$ cat src/rtl/fpu_pkg.sv
// Shared FPU definitions: IEEE 754 single-precision field widths, exponent
// constants and the state encoding used by the sequential FPU blocks.
package fpu_pkg;

  localparam int FP_EXP_W  = 8;
  localparam int FP_FRAC_W = 23;
  localparam int FP_INT_W  = 32;

  localparam logic [FP_EXP_W-1:0] FP_BIAS        = 8'd127;
  // Exponent of 2^31: the largest magnitude a 32-bit integer can carry.
  localparam logic [FP_EXP_W-1:0] FP_EXP_INT_MAX = FP_BIAS + 8'd31;

  typedef enum logic [1:0] {
    ST_IDLE = 2'd0,
    ST_NORM = 2'd1,
    ST_DONE = 2'd2
  } enc_state_e;

  // Two's-complement magnitude; -2^31 wraps to 0x80000000, which is the
  // correct unsigned magnitude.
  function automatic logic [FP_INT_W-1:0] int_mag(input logic [FP_INT_W-1:0] v);
    int_mag = v[FP_INT_W-1] ? (~v + 1'b1) : v;
  endfunction

endpackage

$ cat src/rtl/fp_round.sv
// Combinational fraction rounding for the integer-to-float packer.
// FP_ROUND_NEAREST_EN selects round-to-nearest-even; otherwise truncation.
module fp_round
  import fpu_pkg::*;
(
  input  logic [FP_FRAC_W-1:0] frac_i,
  input  logic                 guard_i,
  input  logic                 sticky_i,
  input  logic [FP_EXP_W-1:0]  exp_i,
  output logic [FP_FRAC_W-1:0] frac_o,
  output logic [FP_EXP_W-1:0]  exp_o
);

`ifdef FP_ROUND_NEAREST_EN
  localparam logic ROUND_EN = 1'b1;
`else
  localparam logic ROUND_EN = 1'b0;
`endif

  logic               round_up;
  logic [FP_FRAC_W:0] frac_sum;

  assign round_up = ROUND_EN & guard_i & (sticky_i | frac_i[0]);
  assign frac_sum = {1'b0, frac_i} + {{FP_FRAC_W{1'b0}}, round_up};

  // On carry-out the low bits are already zero, so only the exponent moves.
  assign frac_o = frac_sum[FP_FRAC_W-1:0];
  assign exp_o  = exp_i + {{(FP_EXP_W-1){1'b0}}, frac_sum[FP_FRAC_W]};

endmodule

$ cat src/rtl/int_to_fp_encoder.sv
// 32-bit signed integer to IEEE 754 single encoder, normalizing one bit per
// cycle. Rounding mode is chosen by FP_ROUND_NEAREST_EN inside fp_round.
module int_to_fp_encoder
  import fpu_pkg::*;
(
  input  logic                clk,
  input  logic                rst_n,
  input  logic                in_valid,
  output logic                in_ready,
  input  logic [FP_INT_W-1:0] in_data,
  output logic                out_valid,
  input  logic                out_ready,
  output logic [FP_INT_W-1:0] out_data
);

  enc_state_e            state_q, state_d;
  logic [FP_INT_W-1:0]   mag_q, mag_d;
  logic [FP_EXP_W-1:0]   exp_q, exp_d;
  logic                  sign_q, sign_d;
  logic [FP_INT_W-1:0]   out_data_q, out_data_d;
  logic                  out_valid_q, out_valid_d;

  logic [FP_INT_W-1:0]   in_mag;
  logic [FP_FRAC_W-1:0]  rnd_frac;
  logic [FP_EXP_W-1:0]   rnd_exp;

  assign in_mag = int_mag(in_data);

  // mag_q[31] is the hidden bit once normalized; the next bit below the
  // fraction is the guard and the rest fold into sticky.
  fp_round u_round (
    .frac_i   (mag_q[30:8]),
    .guard_i  (mag_q[7]),
    .sticky_i (|mag_q[6:0]),
    .exp_i    (exp_q),
    .frac_o   (rnd_frac),
    .exp_o    (rnd_exp)
  );

  always_comb begin
    state_d     = state_q;
    mag_d       = mag_q;
    exp_d       = exp_q;
    sign_d      = sign_q;
    out_data_d  = out_data_q;
    out_valid_d = out_valid_q;
    case (state_q)
      ST_IDLE: begin
        if (in_valid) begin
          sign_d = in_data[FP_INT_W-1];
          mag_d  = in_mag;
          if (in_mag == '0) begin
            out_data_d  = '0;
            out_valid_d = 1'b1;
            state_d     = ST_DONE;
          end else begin
            exp_d   = FP_EXP_INT_MAX;
            state_d = ST_NORM;
          end
        end
      end
      ST_NORM: begin
        if (!mag_q[FP_INT_W-1]) begin
          mag_d = mag_q << 1;
          exp_d = exp_q - 8'd1;
        end else begin
          out_data_d  = {sign_q, rnd_exp, rnd_frac};
          out_valid_d = 1'b1;
          state_d     = ST_DONE;
        end
      end
      ST_DONE: begin
        if (out_ready) begin
          out_valid_d = 1'b0;
          state_d     = ST_IDLE;
        end
      end
      default: begin
        out_valid_d = 1'b0;
        state_d     = ST_IDLE;
      end
    endcase
  end

  always_ff @(posedge clk or negedge rst_n) begin
    if (!rst_n) begin
      state_q     <= ST_IDLE;
      mag_q       <= '0;
      exp_q       <= '0;
      sign_q      <= 1'b0;
      out_data_q  <= '0;
      out_valid_q <= 1'b0;
    end else begin
      state_q     <= state_d;
      mag_q       <= mag_d;
      exp_q       <= exp_d;
      sign_q      <= sign_d;
      out_data_q  <= out_data_d;
      out_valid_q <= out_valid_d;
    end
  end

  assign in_ready  = (state_q == ST_IDLE);
  assign out_valid = out_valid_q;
  assign out_data  = out_data_q;

endmodule

$ cat config.mk
export PLATFORM = sky130hd
export DESIGN_NAME = int_to_fp_encoder
export DESIGN_NICKNAME = d
export VERILOG_FILES = /design/src/rtl/fpu_pkg.sv /design/src/rtl/fp_round.sv /design/src/rtl/int_to_fp_encoder.sv
export SDC_FILE = /design/constraint.sdc
export NUM_CORES = 1
export LEC_CHECK = 0
export BUFFER_PORTS_ARGS = -buffer_cell sky130_fd_sc_hd__buf_2
export CELL_PAD_IN_SITES_DETAIL_PLACEMENT = 1
export CELL_PAD_IN_SITES_GLOBAL_PLACEMENT = 2
export CORE_UTILIZATION = 30
export CTS_CLUSTER_SIZE = 28
export DETAILED_ROUTE_END_ITERATION = 12
export GPL_TIMING_DRIVEN = 0
export PLACE_DENSITY_LB_ADDON = 0.1
export RECOVER_POWER = 25
export SLEW_MARGIN = 20
export SYNTH_ARGS = -nofsm -noshare
export SYNTH_HDL_FRONTEND = slang
export SYNTH_SLANG_ARGS = --single-unit
$ cat constraint.sdc
create_clock -name clk -period 2.8 [get_ports clk]
set_clock_uncertainty 0.15 [all_clocks]
set_input_delay 0.28 -clock clk [delete_from_list [all_inputs] [get_ports clk]]
set_output_delay 0.28 -clock clk [all_outputs]
set_load 0.05 [all_outputs]
==> flow_metrics.py <==
metrics = {
    "run_status": {
        "status": "complete, but fails checks",
        "violations": "capacitance limit, slew limit, setup timing",
    },
    "worst_setup_path": {
        "cp_max_fo": 4,
        "arrival_ns": 2.97,
        "worst-setup-path-type": "in -> reg",
        "cp_common_cell": "nand4_1",
        "cp_data_required_time_ns": 2.86,
        "end_kind": "flip-flop",
        "path_cells": "buf_12 > nor4_4 > buf_6 > nand4_1 > o41ai_2 > xor2_1 > buf_4 > nand4_1 > or4_4 > o311a_1 > a211o_1",
        "max_stage_delay_ns": 0.56,
        "critPathSlowestCell": "or4_4",
        "worstRegToRegCells": 6,
        "start_kind": "input pin",
    },
    "pwr": {
        "p_seq_share_pct": 28.9,
        "ir_drop_mv": 0.409,
        "sw_frac_of_total_pct": 49.3,
        "power.share.clock_pct": 17.6,
        "pwr_density_cell_nw_per_um2": 1120,
        "power_frac_comb_pct": 53.6,
        "p_leak_nw": 2.65,
        "power.internal_mw": 3.55,
        "p_sw_mw": 3.45,
    },
    "finish": {
        "drive_gt1_share_pct": 21.0,
        "fin_util_pct": 39.3,
        "diodes": 0,
        "stdcell_area_um2": 6250,
        "area_growth_pct": 28.3,
        "fillCellCount": 1946,
        "nets": 716,
    },
    "route": {
        "drtPass1Iterations": 4,
        "vias": 4883,
        "wirelength_mm": 16.7,
        "wire_per_inst_um": 18.6,
        "drtIter0Drc": 262,
        "drc_errors": 0,
        "routed_via_density": 5.44,
        "ant_nets": 0,
    },
    "yosys": {
        "synthCells": 575,
        "synth-compound-area-share_pct": 29.9,
        "synth-edff-count": 0,
        "yosys.area.top_type": "dfrtp_1",
        "synth.distinct_cells": 64,
        "async_flop_share_pct": 100,
        "synth_top_cell_area_share_pct": 39.1,
        "syn_area_per_cell_um2": 8.47,
        "synth_fp_nets": 613,
        "synth_top_cells_by_area": "dfrtp_1 (39%), a22oi_1 (9.2%), o21ai_0 (7.7%)",
        "netlist_top_cells_count": "dfrtp_1 (76), o21ai_0 (75), nand2_1 (65)",
        "muxShareOfSynthArea_pct": 0.848,
        "ys.warnings.count": 0,
        "synth.yosys.seq_area_share_pct": 39.1,
        "yosys.area_share.simple_pct": 17.4,
        "synthXorXnorAreaFrac_pct": 5.58,
        "synth_ff_type": "dfrtp_1",
        "synth-seq-cells": 76,
        "synth_area_um2": 4870,
        "synth.most_common_cell": "dfrtp_1",
        "synth_top_family_by_area": "compound AO/OA/AOI/OAI gates",
        "synth_fa_ha_area_share_pct": 0.514,
    },
    "global_routing": {
        "grtUsageTotal_pct": 21.0,
        "grt_max_degree": 48,
        "antenna_found_initial": 0,
        "grt-ovfl-total": 0,
        "grt_pass1_vias": 4990,
        "grt_pass1_wl_mm": 27.2,
    },
    "clock_network": {
        "cts_tree": "built",
        "cts_buffers": 9,
        "path_clk_slew_ns": 0.06,
        "cts-root-buf": "clkbuf_16",
        "clock_sinks": 76,
        "clkLatencyLatePin_ns": 0.33,
        "cts_max_level": 3,
        "clockBufferDepth": 2,
    },
    "hold_path": {
        "holdCritPathClass": "in -> reg",
        "hold_depth": 3,
    },
    "timing": {
        "tns_ns": -3.24,
        "layout_setup_ws_ns": -0.108,
        "fin_hold_ws_ns": 0.137,
        "rsz0062_at_grt": "yes",
        "worst_pin_slew_ns": 1.71,
        "finalSetupViolCount": 42,
        "slew_viol_final": 31,
        "finalCritPeriodShare_pct": 104,
        "hold_violations": 0,
        "relSlewSlack_pct": -14.3,
        "max_freq_mhz": 344,
        "final.min_clock_period_ns": 2.91,
    },
    "placement": {
        "hpwl_mm": 12.3,
        "place.gp.congestion": 0.799,
        "dpl_cell_area_um2": 5540,
        "post-place-ws_ns": -0.997,
        "port-buffer-count": 62,
    },
    "die": {
        "rows": 46,
        "core_area_um2": 15900,
        "start_util_pct": 30.7,
        "die_height_um": 129,
        "dieArea_um2": 16700,
        "pin_count": 70,
        "die_x_um": 129,
    },
    "run": {
        "cap_violations": 1,
    },
}
## path summary, 6_finish.rpt
check                      slack (ns)                    from                        to
max in group asynchronous        0.27                   rst_n     out_valid$_DFFE_PN0P_
setup reg to reg                 0.30  state_q[1]$_DFFE_PN0P_      exp_q[7]$_DFFE_PN0P_
min in group asynchronous        0.79                   rst_n  out_data[10]$_DFFE_PN0P_
hold / removal                   0.14              in_data[4]      mag_q[4]$_DFFE_PN0P_
setup / recovery                -0.11              in_data[5]     out_valid$_DFFE_PN0P_
hold reg to reg                  0.35    mag_q[1]$_DFFE_PN0P_      mag_q[2]$_DFFE_PN0P_
## through the flow
step	instances	total power, mW
after floorplan	575	4.67
after global placement	853	5.63
after detailed placement	854	5.75
after CTS	894	7.06
after global routing	897	7.55
final	897	7.00
## sequential cells by signal, summed over array words and instances (netlist names)
name / count
sign_q: 1
exp_q: 8
out_data: 32
state_q: 2
mag_q: 32
out_valid: 1
## final cells by class
cell class,count,area [um2],share of cell area (%)
multi-input combinational,416,2790,44.7
inverter,39,146,2.34
buffer,44,233,3.72
tap,216,270,4.33
timing repair buffer,92,598,9.57
clock inverter,2,60.1,0.961
sequential,76,1900,30.4
clock buffer,12,246,3.94
## routing by layer
metal	vias up	share of wire (%)	global-route usage [%]
met5	-	0	0
met4	0	1.4	6.44
met3	14	2.9	2.19
met2	100	48	34.5
met1	2434	48	29.1
li1	2335	-	-
## power by group through the flow
stage	Combinational, mW	Clock [mW]	Sequential, mW
floorplan	1.90	0	2.76
global placement	3.61	0	2.02
detailed placement	3.72	0	2.04
CTS	3.78	1.26	2.02
global route	4.15	1.30	2.09
finish	3.75	1.23	2.02
## layout by cell type (no fill, tap or decap), drive strengths merged, types with 6 or more instances in the layout
cell type	Yosys	final
a21oi	8	8
a22oi	60	60
buf	9	99
clkbuf	35	48
dfrtp	76	76
inv	38	38
nand2	65	65
nand2b	6	6
nand3	17	17
nand4	8	8
nor2	23	23
nor3	15	15
o21ai	77	77
o31ai	34	34
o41ai	8	8
xnor2	6	6
xor2	25	25
## repair_timing
| item | 4_1_cts | 5_1_grt |
|---|---|---|
| gates resized for setup | 36 | 15 |
| buffers inserted | 25 | 3 |
| pin swaps | 19 | 12 |
| setup endpoints to repair | 43 | 71 |
| hold buffers | 1 | 0 |
| endpoints found under the hold margin | 29 | 0 |
## worst max-delay path: cells and delay by family
kind	cells	cell delay, ns
and+or+nand+nor	4	1.16
AOI/OAI and AO/OA	3	0.87
buffers and inverters	3	0.43
xor gates and xnor gates	1	0.22
## cell families after synthesis
kind of cell | count (synthesis)
AND/OR/NAND/NOR | 164
buffers and inverters | 83
flip-flops | 76
adder cells (fa/ha/maj) | 2
AO/OA/AOI/OAI | 215
XOR/XNOR | 31
multiplexers | 4
Note: power is estimated with default switching activity, not from simulation.
